[src/rtl/mul_seq_ctrl.sv]
// Multi-cycle MUL sequencer for the execute stage.
// Accepts a MUL and stalls the pipeline. It then runs an XLEN-step radix-2 shift-add
// unsigned multiply. When the multiply ends it pulses a one-cycle register-file write
// of the low product word and latches the high word in hi_out.
module mul_seq_ctrl #(
    parameter int XLEN    = 32,
    parameter int RADDR_W = 5
) (
    input  logic               clk,
    input  logic               rst,
    input  logic [31:0]        ir,
    input  logic               ir_valid,
    input  logic               flush,
    input  logic [XLEN-1:0]    op_a,
    input  logic [XLEN-1:0]    op_b,
    output logic               stall,
    output logic               busy,
    output logic               wb_en,
    output logic [RADDR_W-1:0] wb_rd,
    output logic [XLEN-1:0]    wb_data,
    output logic [XLEN-1:0]    hi_out
);

    localparam int CW = $clog2(XLEN + 1);

    typedef enum logic [1:0] {
        S_IDLE = 2'd0,
        S_BUSY = 2'd1,
        S_DONE = 2'd2
    } state_t;

    state_t               state_q, state_d;
    logic [CW-1:0]        count_q, count_d;
    logic [2*XLEN-1:0]    acc_q, acc_d;
    logic [XLEN-1:0]      mcand_q, mcand_d;
    logic [XLEN-1:0]      mplr_q, mplr_d;
    logic [RADDR_W-1:0]   rd_q, rd_d;
    logic [RADDR_W-1:0]   wb_rd_q, wb_rd_d;
    logic [XLEN-1:0]      wb_data_q, wb_data_d;
    logic [XLEN-1:0]      hi_q, hi_d;

    logic                 is_mul;
    logic                 accept;
    logic                 last_step;
    logic [XLEN:0]        sum;
    logic [2*XLEN-1:0]    acc_shift;
    logic                 unused_ir_bits;

    assign is_mul    = ir_valid & (ir[31:29] == 3'd0) & (ir[28:27] == 2'd3);
    assign accept    = (state_q == S_IDLE) & is_mul & ~flush;
    assign last_step = (count_q == CW'(XLEN - 1));

    // The bits below rd are not needed by this block.
    assign unused_ir_bits = ^ir[26-RADDR_W:0];

    // One shift-add step. The upper half plus the partial product is XLEN+1 bits wide,
    // so the carry is shifted down into the accumulator and never lost.
    assign sum       = {1'b0, acc_q[2*XLEN-1:XLEN]} + {1'b0, (mplr_q[0] ? mcand_q : '0)};
    assign acc_shift = {sum, acc_q[XLEN-1:1]};

    // State register
    always_ff @(posedge clk or posedge rst) begin
        if (rst) state_q <= S_IDLE;
        else     state_q <= state_d;
    end

    // Next-state logic: IDLE -> BUSY -> DONE -> IDLE. A flush in BUSY abandons the operation.
    always_comb begin
        state_d = state_q;
        case (state_q)
            S_IDLE:  if (accept) state_d = S_BUSY;
            S_BUSY: begin
                if (flush)          state_d = S_IDLE;
                else if (last_step) state_d = S_DONE;
            end
            S_DONE:  state_d = S_IDLE;
            default: state_d = S_IDLE;
        endcase
    end

    // Outputs: stall covers the accept cycle and every BUSY cycle. It is released in DONE
    // so the pipeline advances in the same cycle as the write-back.
    always_comb begin
        stall = ~rst & (accept | (state_q == S_BUSY));
        busy  = (state_q != S_IDLE);
        wb_en = (state_q == S_DONE);
    end

    // Datapath next values: latch operands at accept, then step once per BUSY cycle.
    // The result registers load on the final step, so they are already valid during DONE.
    always_comb begin
        count_d   = count_q;
        acc_d     = acc_q;
        mcand_d   = mcand_q;
        mplr_d    = mplr_q;
        rd_d      = rd_q;
        wb_rd_d   = wb_rd_q;
        wb_data_d = wb_data_q;
        hi_d      = hi_q;
        if (accept) begin
            mcand_d = op_a;
            mplr_d  = op_b;
            rd_d    = ir[26 -: RADDR_W];
            acc_d   = '0;
            count_d = '0;
        end else if ((state_q == S_BUSY) && !flush) begin
            acc_d   = acc_shift;
            mplr_d  = mplr_q >> 1;
            count_d = count_q + 1'b1;
            if (last_step) begin
                wb_data_d = acc_shift[XLEN-1:0];
                hi_d      = acc_shift[2*XLEN-1:XLEN];
                wb_rd_d   = rd_q;
            end
        end
    end

    // Datapath registers
    always_ff @(posedge clk or posedge rst) begin
        if (rst) begin
            count_q   <= '0;
            acc_q     <= '0;
            mcand_q   <= '0;
            mplr_q    <= '0;
            rd_q      <= '0;
            wb_rd_q   <= '0;
            wb_data_q <= '0;
            hi_q      <= '0;
        end else begin
            count_q   <= count_d;
            acc_q     <= acc_d;
            mcand_q   <= mcand_d;
            mplr_q    <= mplr_d;
            rd_q      <= rd_d;
            wb_rd_q   <= wb_rd_d;
            wb_data_q <= wb_data_d;
            hi_q      <= hi_d;
        end
    end

    assign wb_rd   = wb_rd_q;
    assign wb_data = wb_data_q;
    assign hi_out  = hi_q;

endmodule
[config.mk]
export PLATFORM = sky130hd
export DESIGN_NAME = mul_seq_ctrl
export DESIGN_NICKNAME = d
export VERILOG_FILES = /design/src/rtl/mul_seq_ctrl.sv
export SDC_FILE = /design/constraint.sdc
export NUM_CORES = 1
export LEC_CHECK = 0
export CORE_ASPECT_RATIO = 1.75
export CORE_MARGIN = 3
export CORE_UTILIZATION = 59
export CTS_CLUSTER_DIAMETER = 60
export DETAILED_ROUTE_END_ITERATION = 6
export DONT_BUFFER_PORTS = 1
export PLACE_DENSITY = 0.75
export SKIP_CTS_REPAIR_TIMING = 1
export SLEW_MARGIN = 30
export SYNTH_ARGS = -nofsm -noshare
export SYNTH_HDL_FRONTEND = slang
export SYNTH_SLANG_ARGS = --single-unit
[constraint.sdc]
create_clock -name clk -period 9.8 [get_ports clk]
set_clock_uncertainty 0.15 [all_clocks]
set_input_delay 1.47 -clock clk [delete_from_list [all_inputs] [get_ports clk]]
set_output_delay 1.47 -clock clk [all_outputs]
set_load 0.05 [all_outputs]
==> results of run 1 <==
==> layout by cell type, fill, tap and decap left out, types with 5 or more instances in the layout <==
cell type and count:
a22o_1 59, a22oi_1 31, nor2_1 34, nand2_1 104
a21oi_1 44, buf_4 5, a21o_1 6, ha_1 33
nand3_1 9, o21ai_0 25, xnor2_1 19, xor2_1 14
clkbuf_16 21, a31oi_1 5, inv_1 6, a211oi_1 5
and2_1 32, o21ai_1 5, nand4_1 11, mux2_2 101
o21a_1 7, dfrtp_1 209
==> critical path, delay by kind of cell <==
| family | cells | cell delay [ns] |
|---|---|---|
| AND/OR/NAND/NOR | 4 | 1.18 |
| AO/OA/AOI/OAI | 1 | 0.07 |
==> kinds of logic (layout without fill, tap and decap cells) <==
logic type / after synthesis / in the layout / share of synthesized area
other: 0 / 1 / 0
AOI/OAI and AO/OA: 215 / 215 / 0.155
muxes: 101 / 101 / 0.116
xor gates and xnor gates: 33 / 33 / 0.0294
and+or+nand+nor: 208 / 208 / 0.0967
buffers and inverters: 60 / 51 / 0.0261
DFF: 209 / 209 / 0.532
adders and majority gates: 34 / 34 / 0.0441
==> per-stage QoR <==
| stage | util | instances |
|---|---|---|
| final | 0.662 | 1072 |
| after global routing | 0.661 | 1071 |
| after CTS | 0.659 | 1070 |
| after detailed placement | 0.618 | 1034 |
| after global placement | 0.618 | 1034 |
| after floorplan | - | 860 |
==> power groups by stage <==
| stage | Clock, uW | Sequential (uW) | Combinational (uW) |
|---|---|---|---|
| after global routing | 826 | 936 | 115 |
| after CTS | 791 | 931 | 103 |
| after detailed placement | 0 | 946 | 103 |
| after floorplan | 0 | 939 | 81.4 |
| final | 776 | 931 | 101 |
| after global placement | 0 | 943 | 97.2 |
==> final timing paths <==
| check | slack [ns] | from | endpoint |
|---|---|---|---|
| max in group asynchronous | 7.43 | rst | wb_data[9] |
| worst max-delay path | 5.47 | flush | stall |
| worst min register to register | 0.33 | mplr_q[19] | mplr_q[19] |
| worst max register to register | 6.42 | mplr_q[0] | hi_out[27] |
| min in group asynchronous | 0.87 | rst | wb_data[6] |
| worst min-delay path | 0.33 | mplr_q[19] | mplr_q[19] |
==> area by class of cell <==
class                      count  area share
clock inverter                 8     0.00716
timing repair buffer           8     0.00822
sequential                   209       0.491
inverter                       7     0.00317
clock buffer                  28      0.0555
tap                          220      0.0258
multi-input combinational    591       0.409
antenna                        1    0.000235
==> state kept, by name, summed over array words and instances (netlist names) <==
register,count
hi_out,32
mcand_q,32
wb_data,32
count_q,6
rd_q,5
acc_q,63
mplr_q,32
state_q,2
wb_rd,5
==> cell usage after synthesis (4+ instances only) <==
library cell	instances
a211oi_1	5
a21o_1	6
a21oi_1	44
a221oi_1	4
a22o_1	59
a22oi_1	31
a31oi_1	5
and2_1	33
buf_2	9
buf_4	5
clkbuf_1	35
dfrtp_1	209
ha_1	33
inv_1	7
mux2_2	101
nand2_1	104
nand3_1	9
nand4_1	11
nor2_1	35
nor3_1	5
o21a_1	7
o21ai_0	25
o21ai_1	5
xnor2_1	19
xor2_1	14
==> metal layers <==
layer  wire length [um]  vias up
li1                   -     3042
met1               7940     3301
met2              11300      211
met3               1310       63
met4                836        0
met5                  0        -
==> reports/metrics.cfg, run 1 <==
[critical_path]
max_stage_delay_ns=0.68
worstPathMaxFanout=3
start_kind=input port
crit_top_cell=nor2_1
cp_slowest_cell=nor2_1
critPathRequiredTime_ns=8.18
reg2reg_depth=11
worstSetupEndpointType=output port
path_cells=nor2_1 > nand4_1 > nor4_4 > a21oi_1 > nor2_1
arrival_ns=2.71
worstSetupPathType=input port to output port

[place]
hpwl_mm=14.6
place_ws_ns=5.45
placed_cell_area_sq_um=9950
place.gp.congestion=0.885
portBuffers=0

[clocking]
cts_tree=yes
h-tree-depth=1
clk_pin_slew_ns=0.06
insertion_delay_ns=0.50
cts_root_buf=clkbuf_16
numCtsBuffers=20
cts.path.max_buffers=3
clock_sinks=209

[synth]
async_flop_share=1.00
synth_edf_count=0
synth.cell_area_sq_um=9820
synthesis.nets=994
synthFlopType=dfrtp_1
synth_seq_cells=209
yosys.area.top_type=dfrtp_1
synth_area_leaders=dfrtp_1 53%, mux2_2 12%, a22o_1 5.3%, ha_1 4.2%, nand2_1 4.0%
netlist_instances=860
ys_types=52
yosysSeqAreaShare=0.532
syn_avg_cell_area_sq_um=11.4
yosysWarnings=0
yosysTopAreaCellShare=0.532

[grt]
busiest_layer=met2
first_global_vias=6964
grt_pass1_wl_mm=35.0
use_met3=0.0489
use_met1=0.267
gr-usage-met2=0.425
antenna_found_initial=1
grt_usage=0.233
grt-ovfl-total=0
grt_max_degree=133

[floorplan]
io_pins=172
die_height_um=177
core_sq_um=16100
start_util=0.610
dieArea_sq_um=18300
num_rows=61
die_w_um=104

[timing]
worst_hold_slack_ns=0.332
max_freq_mhz=231
post-route-period-util=0.441
tightest_slew_ns=0.919
finalSetupViolations=0
setup_tns_ns=0
hold_viol_final=0
relSlewSlack=0.388
rsz0062_at_grt=no
layout_setup_ws_ns=5.47
post-route-min-period_ns=4.33
maxSlewViolCount=0

[power_and_ir_drop]
pwr-share-seq=0.515
p_switching_uw=410
p_per_area_nw_per_um2=170
power_uw=1810
pwr-share-clk=0.429
p_leak_uw=0.00524
swShare=0.227
ir_worst_vdd_uv=162
p_int_uw=1400
combPwrFrac=0.056

[layout]
fin_area_sq_um=10700
fin_nets=971
multi_input_area_sq_um=4360
seqCellArea_sq_um=5230
areaGrowthSynthToFinish_pct=8.48
drive_gt1_frac=0.187
n_fill_cell=1185

[route]
drt_iter0_drc=207
detail-route-antenna-nets=0
drt_wl_total_mm=21.4
drc=0
dr.pass1.iters=4
routedWlPerCell_um=19.9
via_per_inst=6.17
vias=6617

[status]
status=finished, final reports clean

[hold_path]
hp-class=register to register
whs_path_depth=2

[run]
maxCapViolations=0

Note: power is estimated with default switching activity, not from simulation.
==> run 2: changes to the inputs <==
--- a/config.mk
+++ b/config.mk
@@ -5,13 +5,14 @@
 export SDC_FILE = /design/constraint.sdc
 export NUM_CORES = 1
 export LEC_CHECK = 0
+export ABC_AREA = 1
 export CORE_ASPECT_RATIO = 1.75
 export CORE_MARGIN = 3
-export CORE_UTILIZATION = 59
+export CORE_UTILIZATION = 58
 export CTS_CLUSTER_DIAMETER = 60
 export DETAILED_ROUTE_END_ITERATION = 6
 export DONT_BUFFER_PORTS = 1
-export PLACE_DENSITY = 0.75
+export PLACE_DENSITY = 0.76
 export SKIP_CTS_REPAIR_TIMING = 1
 export SLEW_MARGIN = 30
 export SYNTH_ARGS = -nofsm -noshare
==> constraint.sdc (replaced) <==
create_clock -name clk -period 3.55 [get_ports clk]
set_clock_uncertainty 0.15 [all_clocks]
set_input_delay 0.5325 -clock clk [delete_from_list [all_inputs] [get_ports clk]]
set_output_delay 0.5325 -clock clk [all_outputs]
set_load 0.05 [all_outputs]
==> run 2 against run 1 <==
Net effect: critical endpoint is now hi_out[6]; area after synthesis is 8.2% higher; clock power increased to 2.7 times the previous value; the run now ends with negative hold slack left; wire length rose by 22%; worst hold slack worse by 0.34 ns; first-iteration DRC count up 100%; power grew to 3.1 times the previous value; register-to-register slack got worse by 5.8 ns; critical path depth increased by 2; sequential share of layout area shrank 3.9 points; non-clock buffer count increased by 14; synthesized cell count rose by 63%.
==> reports/metrics.cfg, run 2 <==
[timing]
relSlewSlack=0.398  ; was 0.388
maxSlewViolCount=0  ; unchanged
setup_tns_ns=0  ; unchanged
rsz0062_at_grt=no  ; unchanged
max_freq_mhz=339
hold_viol_final=3  ; was 0
post-route-period-util=0.832
worst_hold_slack_ns=-0.00542  ; was 0.332 ns
finalSetupViolations=0  ; unchanged
post-route-min-period_ns=2.95
tightest_slew_ns=0.899  ; was 0.919 ns

[layout]
top_register=acc_q  ; unchanged
most-common-layout-cells=632 x nand2_1, 209 x dfrtp_1, 191 x inv_1, 64 x nand3_1, 52 x o21ai_0  ; was 209 x dfrtp_1, 104 x nand2_1, 101 x mux2_2, 59 x a22o_1, 44 x a21oi_1
largest_reg_flops=63  ; unchanged
final_common_cell=nand2_1  ; was dfrtp_1
n_fill_cell=1581  ; was 1185
fin_nets=1530  ; was 971
antenna_cells=0  ; was 1
areaGrowthSynthToFinish_pct=8.84  ; was 8.48%
drive_gt1_frac=0.0433  ; was 0.187
stdcell_count=1639  ; was 1072

[power_and_ir_drop]
power_uw=5660  ; was 1810 uW
pwr-share-clk=0.375  ; was 0.429
p_switching_uw=1510  ; was 410 uW
p_leak_uw=0.00674  ; was 0.00524 uW
p_per_area_nw_per_um2=490  ; was 170 nW/um^2
swShare=0.266  ; was 0.227
ir_worst_vdd_uv=429  ; was 162 uV
p_int_uw=4150  ; was 1400 uW
combPwrFrac=0.128  ; was 0.056
pwr-share-seq=0.498  ; was 0.515

[clocking]
numCtsBuffers=19  ; was 20
cts_root_buf=clkbuf_16  ; unchanged
cts.path.max_buffers=3  ; unchanged
clock_sinks=209  ; unchanged
cts_tree=yes  ; unchanged
h-tree-depth=1  ; unchanged
insertion_delay_ns=0.49  ; was 0.50 ns
clk_pin_slew_ns=0.07  ; was 0.06 ns

[place]
portBuffers=0  ; unchanged
placedCellCount=1598  ; was 1034
hpwl_mm=19.2  ; was 14.6 mm
place.gp.congestion=0.969  ; was 0.885

[floorplan]
core_sq_um=17700  ; was 16100 sq um
io_pins=172  ; unchanged
start_util=0.600  ; was 0.610
dieArea_sq_um=20000  ; was 18300 sq um
die_height_um=185  ; was 177 um
die_w_um=108  ; was 104 um
num_rows=64  ; was 61

[synth]
synth.cell_area_sq_um=10600  ; was 9820 sq um
ys_types=36  ; was 52
synthFlopType=dfrtp_1  ; unchanged
yosysWarnings=0  ; unchanged
yosysTopAreaCellShare=0.492  ; was 0.532
synth_seq_cells=209  ; unchanged
syn_avg_cell_area_sq_um=7.59  ; was 11.4 sq um
netlist_instances=1400  ; was 860
synth_edf_count=0  ; unchanged
yosys.area.top_type=dfrtp_1  ; unchanged
synth_area_leaders=dfrtp_1 49%, nand2_1 22%, inv_1 6.8%, ha_1 3.9%, nand3_1 3.0%  ; was dfrtp_1 53%, mux2_2 12%, a22o_1 5.3%, ha_1 4.2%, nand2_1 4.0%
synth_most_common_cell=nand2_1  ; was dfrtp_1
ys_top_cells_by_count=632 x nand2_1, 209 x dfrtp_1, 192 x inv_1  ; was 209 x dfrtp_1, 104 x nand2_1, 101 x mux2_2
yosysSeqAreaShare=0.492  ; was 0.532
synthesis.nets=1534  ; was 994
async_flop_share=1.00  ; unchanged

[route]
drt_iter0_drc=422  ; was 207
dr.pass1.iters=5  ; was 4
drt_wl_total_mm=26.0  ; was 21.4 mm
vias=8675  ; was 6617
detail-route-antenna-nets=0  ; unchanged
routedWlPerCell_um=15.9  ; was 19.9 um
drc=0  ; unchanged
via_per_inst=5.29  ; was 6.17

[hold_path]
hp-class=input port to register  ; was register to register

[critical_path]
worstSetupPathType=register to register  ; was input port to output port
critPathRequiredTime_ns=3.76  ; was 8.18 ns
worstPathMaxFanout=59  ; was 3
start_kind=register  ; was input port
worstSetupEndpointType=register  ; was output port
arrival_ns=3.16  ; was 2.71 ns

[grt]
grt_usage=0.266  ; was 0.233
grt-ovfl-total=0  ; unchanged
grt_pass1_wl_mm=42.2  ; was 35.0 mm
antenna_found_initial=0  ; was 1
grt_max_degree=74  ; was 133
first_global_vias=8801  ; was 6964

[status]
status=finished with violations  ; was finished, final reports clean
violations=negative hold slack

[run]
maxCapViolations=0  ; unchanged

[run 2: changes by cell type in the layout (fill, tap and decap cells not counted), moves of 10 or more]
cell,previous run,this run
mux2_2,101,0
a22oi_1,31,0
xnor2_1,19,5
inv_1,6,191
and2_1,32,0
nand3_1,9,64
a22o_1,59,1
nor2_1,34,46
o221ai_1,0,30
o21ai_0,25,52
nand2_1,104,632
a21oi_1,44,26
o22ai_1,1,11
[run 2: layout make-up]
cell class                 instances  area [sq um]  share of cell area
clock buffer                      25           548              0.0474
clock inverter                     8          98.8             0.00855
inverter                         198           748              0.0647
multi-input combinational        946          4420               0.382
sequential                       209          5230               0.452
tap                              231           289              0.0250
timing repair buffer              22           235              0.0203
[run 2: logic make-up after synthesis]
| kind of cell | count (synthesis) | share of synthesized area |
|---|---|---|
| compound gates | 132 | 0.0756 |
| fa+ha+maj | 34 | 0.0407 |
| xor+xnor | 13 | 0.0107 |
| flops | 209 | 0.492 |
| simple gates | 767 | 0.289 |
| buf+inv | 245 | 0.0922 |
[run 2: layer usage]
layer,global-route usage,up-vias,share of wire
met2,0.507,232,0.54
met1,0.288,4032,0.37
li1,-,4333,-
met5,0,-,0
met3,0.0349,78,0.045
met4,0.120,0,0.048
[run 2: critical path: stages, from the launching register on]
cell and delay, ns:
dfrtp_1 0.39, ha_1 0.25, nand4_4 0.42, nor2_8 0.24, clkinv_2 0.65, buf_4 0.51, nand2_1 0.10, o21ai_0 0.08
[run 2: worst paths after layout]
kind / start / end / slack (ns) / depth (start not counted)
max in group asynchronous: rst / mplr_q[30] / 1.96 / 3
worst min register to register: acc_q[17] / acc_q[17] / 0.32 / 2
worst max register to register: count_q[0] / hi_out[6] / 0.60 / 7
min in group asynchronous: rst / acc_q[10] / 0.45 / 2
worst min-delay path: op_a[16] / mcand_q[16] / -0.005 / 2
worst max-delay path: count_q[0] / hi_out[6] / 0.60 / 7
[run 2: stage by stage]
stage | instance area, sq um | utilization | setup slack (ns)
global route | 11600 | 0.653 | 0.342
floorplan | 10600 | - | 0.153
global placement | 10800 | 0.612 | 0.799
finish | 11600 | 0.653 | 0.598
CTS | 11500 | 0.649 | 0.768
detailed placement | 10800 | 0.612 | 0.790
[run 2: power by group through the flow]
stage               registers, uW  clock network, uW  logic, uW
detailed placement           2860                  0        718
CTS                          2820               2160        725
finish                       2820               2120        723
floorplan                    2810                  0        568
global placement             2850                  0        695
global route                 2840               2260        831
==> run 3: changes to the inputs <==
==> constraint.sdc (replaced) <==
create_clock -name clk -period 2.6 [get_ports clk]
set_clock_uncertainty 0.15 [all_clocks]
set_input_delay 0.39 -clock clk [delete_from_list [all_inputs] [get_ports clk]]
set_output_delay 0.39 -clock clk [all_outputs]
set_load 0.05 [all_outputs]
==> run 3 against run 2 <==
Net effect: the run now ends clean; fmax increased by 17%; clock power is 42% higher; global-route usage fell by 0.054 points; worst hold slack better by 0.29 ns; setup slack got worse by 0.51 ns; register-to-register slack lost 0.51 ns; power increased by 42%; clock-buffer cell count is 3 lower; sequential power increased by 36%; wire length increased by 6.8%; via count up 5.3%; highest routed layer unchanged.
==> reports/metrics.cfg, run 3 (synthesis results as in run 2) <==
[route]
drt_wl_total_mm=27.8  ; was 26.0 mm
via_per_inst=5.31  ; was 5.29
drt_iter0_drc=470  ; was 422
routedWlPerCell_um=16.1  ; was 15.9 um
drc=0  ; unchanged
detail-route-antenna-nets=0  ; unchanged
vias=9137  ; was 8675
dr.pass1.iters=6  ; was 5

[timing]
setup_tns_ns=0  ; unchanged
rsz0062_at_grt=yes  ; was no
max_freq_mhz=397  ; was 339 MHz
maxSlewViolCount=0  ; unchanged
worst_hold_slack_ns=0.280  ; was -0.00542 ns
hold_viol_final=0  ; was 3
post-route-period-util=0.968  ; was 0.832
post-route-min-period_ns=2.52  ; was 2.95 ns
relSlewSlack=0.428  ; was 0.398
tightest_slew_ns=0.857  ; was 0.899 ns
finalSetupViolations=0  ; unchanged

[layout]
final_common_cell=nand2_1  ; unchanged
largest_reg_flops=63  ; unchanged
top_register=acc_q  ; unchanged
fin_nets=1611  ; was 1530
most-common-layout-cells=624 x nand2_1, 208 x dfrtp_1, 191 x inv_1, 70 x dlygate4sd3_1, 63 x nand3_1  ; was 632 x nand2_1, 209 x dfrtp_1, 191 x inv_1, 64 x nand3_1, 52 x o21ai_0
areaGrowthSynthToFinish_pct=18.2  ; was 8.84%
drive_gt1_frac=0.0725  ; was 0.0433

[clocking]
cts.path.max_buffers=3  ; unchanged
cts_tree=yes  ; unchanged
numCtsBuffers=19  ; unchanged
h-tree-depth=1  ; unchanged
clk_pin_slew_ns=0.07  ; about the same
cts_root_buf=clkbuf_16  ; unchanged
clock_sinks=209  ; unchanged
insertion_delay_ns=0.49  ; about the same

[place]
hpwl_mm=19.3  ; was 19.2 mm
portBuffers=0  ; unchanged
place.gp.congestion=0.980  ; was 0.969

[critical_path]
start_kind=register  ; unchanged
worstSetupEndpointType=register  ; unchanged
arrival_ns=2.75  ; was 3.16 ns
worstPathMaxFanout=19  ; was 59
worstSetupPathType=register to register  ; unchanged
critPathRequiredTime_ns=2.83  ; was 3.76 ns

[grt]
grt_max_degree=61  ; was 74
grt_usage=0.266  ; about the same
grt_pass1_wl_mm=42.2  ; about the same
grt-ovfl-total=0  ; unchanged
first_global_vias=8793  ; was 8801
antenna_found_initial=1  ; was 0

[status]
status=finished, final reports clean  ; was finished with violations

[floorplan]
die_w_um=108  ; unchanged
io_pins=172  ; unchanged
num_rows=64  ; unchanged
dieArea_sq_um=20000  ; unchanged
core_sq_um=17700  ; unchanged
start_util=0.600  ; unchanged
die_height_um=185  ; unchanged

[power_and_ir_drop]
p_leak_uw=0.00713  ; was 0.00674 uW
p_per_area_nw_per_um2=640  ; was 490 nW/um^2
power_uw=8040  ; was 5660 uW
ir_worst_vdd_uv=654  ; was 429 uV

[hold_path]
hp-class=input port to register  ; unchanged

[run]
maxCapViolations=0  ; unchanged

==> run 3: changes by cell type in the layout (fill, tap and decap cells not counted), sizes merged <==
| cell | change |
|---|---|
| clkinv | +3 |
| clkinvlp | -1 |
| dlygate4sd3 | +62 |
| bufinv | +2 |
| diode | +1 |
| clkbuf | -3 |
| buf | +19 |
==> run 3: through the flow <==
| step | cells | utilization | worst slack (ns) | cell area, sq um |
|---|---|---|---|---|
| 2_1_floorplan | 1400 | - | -0.654 | 10600 |
| 3_3_place_gp | 1616 | 0.624 | 0.0867 | 11000 |
| 3_5_place_dp | 1616 | 0.624 | 0.0416 | 11000 |
| 4_1_cts | 1650 | 0.662 | 0.0205 | 11700 |
| 5_1_grt | 1722 | 0.709 | -0.0415 | 12600 |
| 6_report | 1722 | 0.709 | 0.0836 | 12600 |
==> run 3: critical path, cell delays in order, from the launching register on <==
cell and delay (ns):
dfrtp_2 0.47, buf_12 0.18, nand2_1 0.09, inv_1 0.05, ha_1 0.33, nand2_1 0.17
inv_1 0.06, nand2_1 0.09, nand2_1 0.08, nand2_1 0.07, nand2_1 0.12, a21oi_1 0.24
nand3_1 0.13, nand3_1 0.10, nand2_1 0.05
==> run 3: final timing paths <==
| check | start | to | slack, ns | depth (start not counted) |
|---|---|---|---|---|
| max | mplr_q[0] | acc_q[59] | 0.08 | 14 |
| min | flush | acc_q[25] | 0.28 | 5 |
| max reg2reg | mplr_q[0] | acc_q[59] | 0.08 | 14 |
| min reg2reg | acc_q[7] | acc_q[7] | 0.32 | 2 |
| max in group asynchronous | rst | acc_q[37] | 1.26 | 3 |
| min in group asynchronous | rst | wb_data[10] | 0.37 | 2 |
==> run 3: power breakdown <==
part           leakage [uW]  internal (uW)  switching, uW
Clock              0.000335           1810           1210
Combinational       0.00405            489            692
Sequential          0.00274           3610            229
==> run 3: final cells by class <==
type	count	area, sq um
clock inverter	12	170
clock buffer	22	507
inverter	198	748
sequential	209	5230
multi-input combinational	946	4550
fill	1410	5140
antenna	1	2.50
tap	231	289
timing repair buffer	103	1060
==> run 3: layer usage <==
| metal | vias to the layer above | GRT usage | wire (um) |
|---|---|---|---|
| li1 | 4501 | - | - |
| met1 | 4309 | 0.292 | 10100 |
| met2 | 241 | 0.498 | 15100 |
| met3 | 86 | 0.0328 | 1080 |
| met4 | 0 | 0.128 | 1450 |
| met5 | - | 0 | 0 |
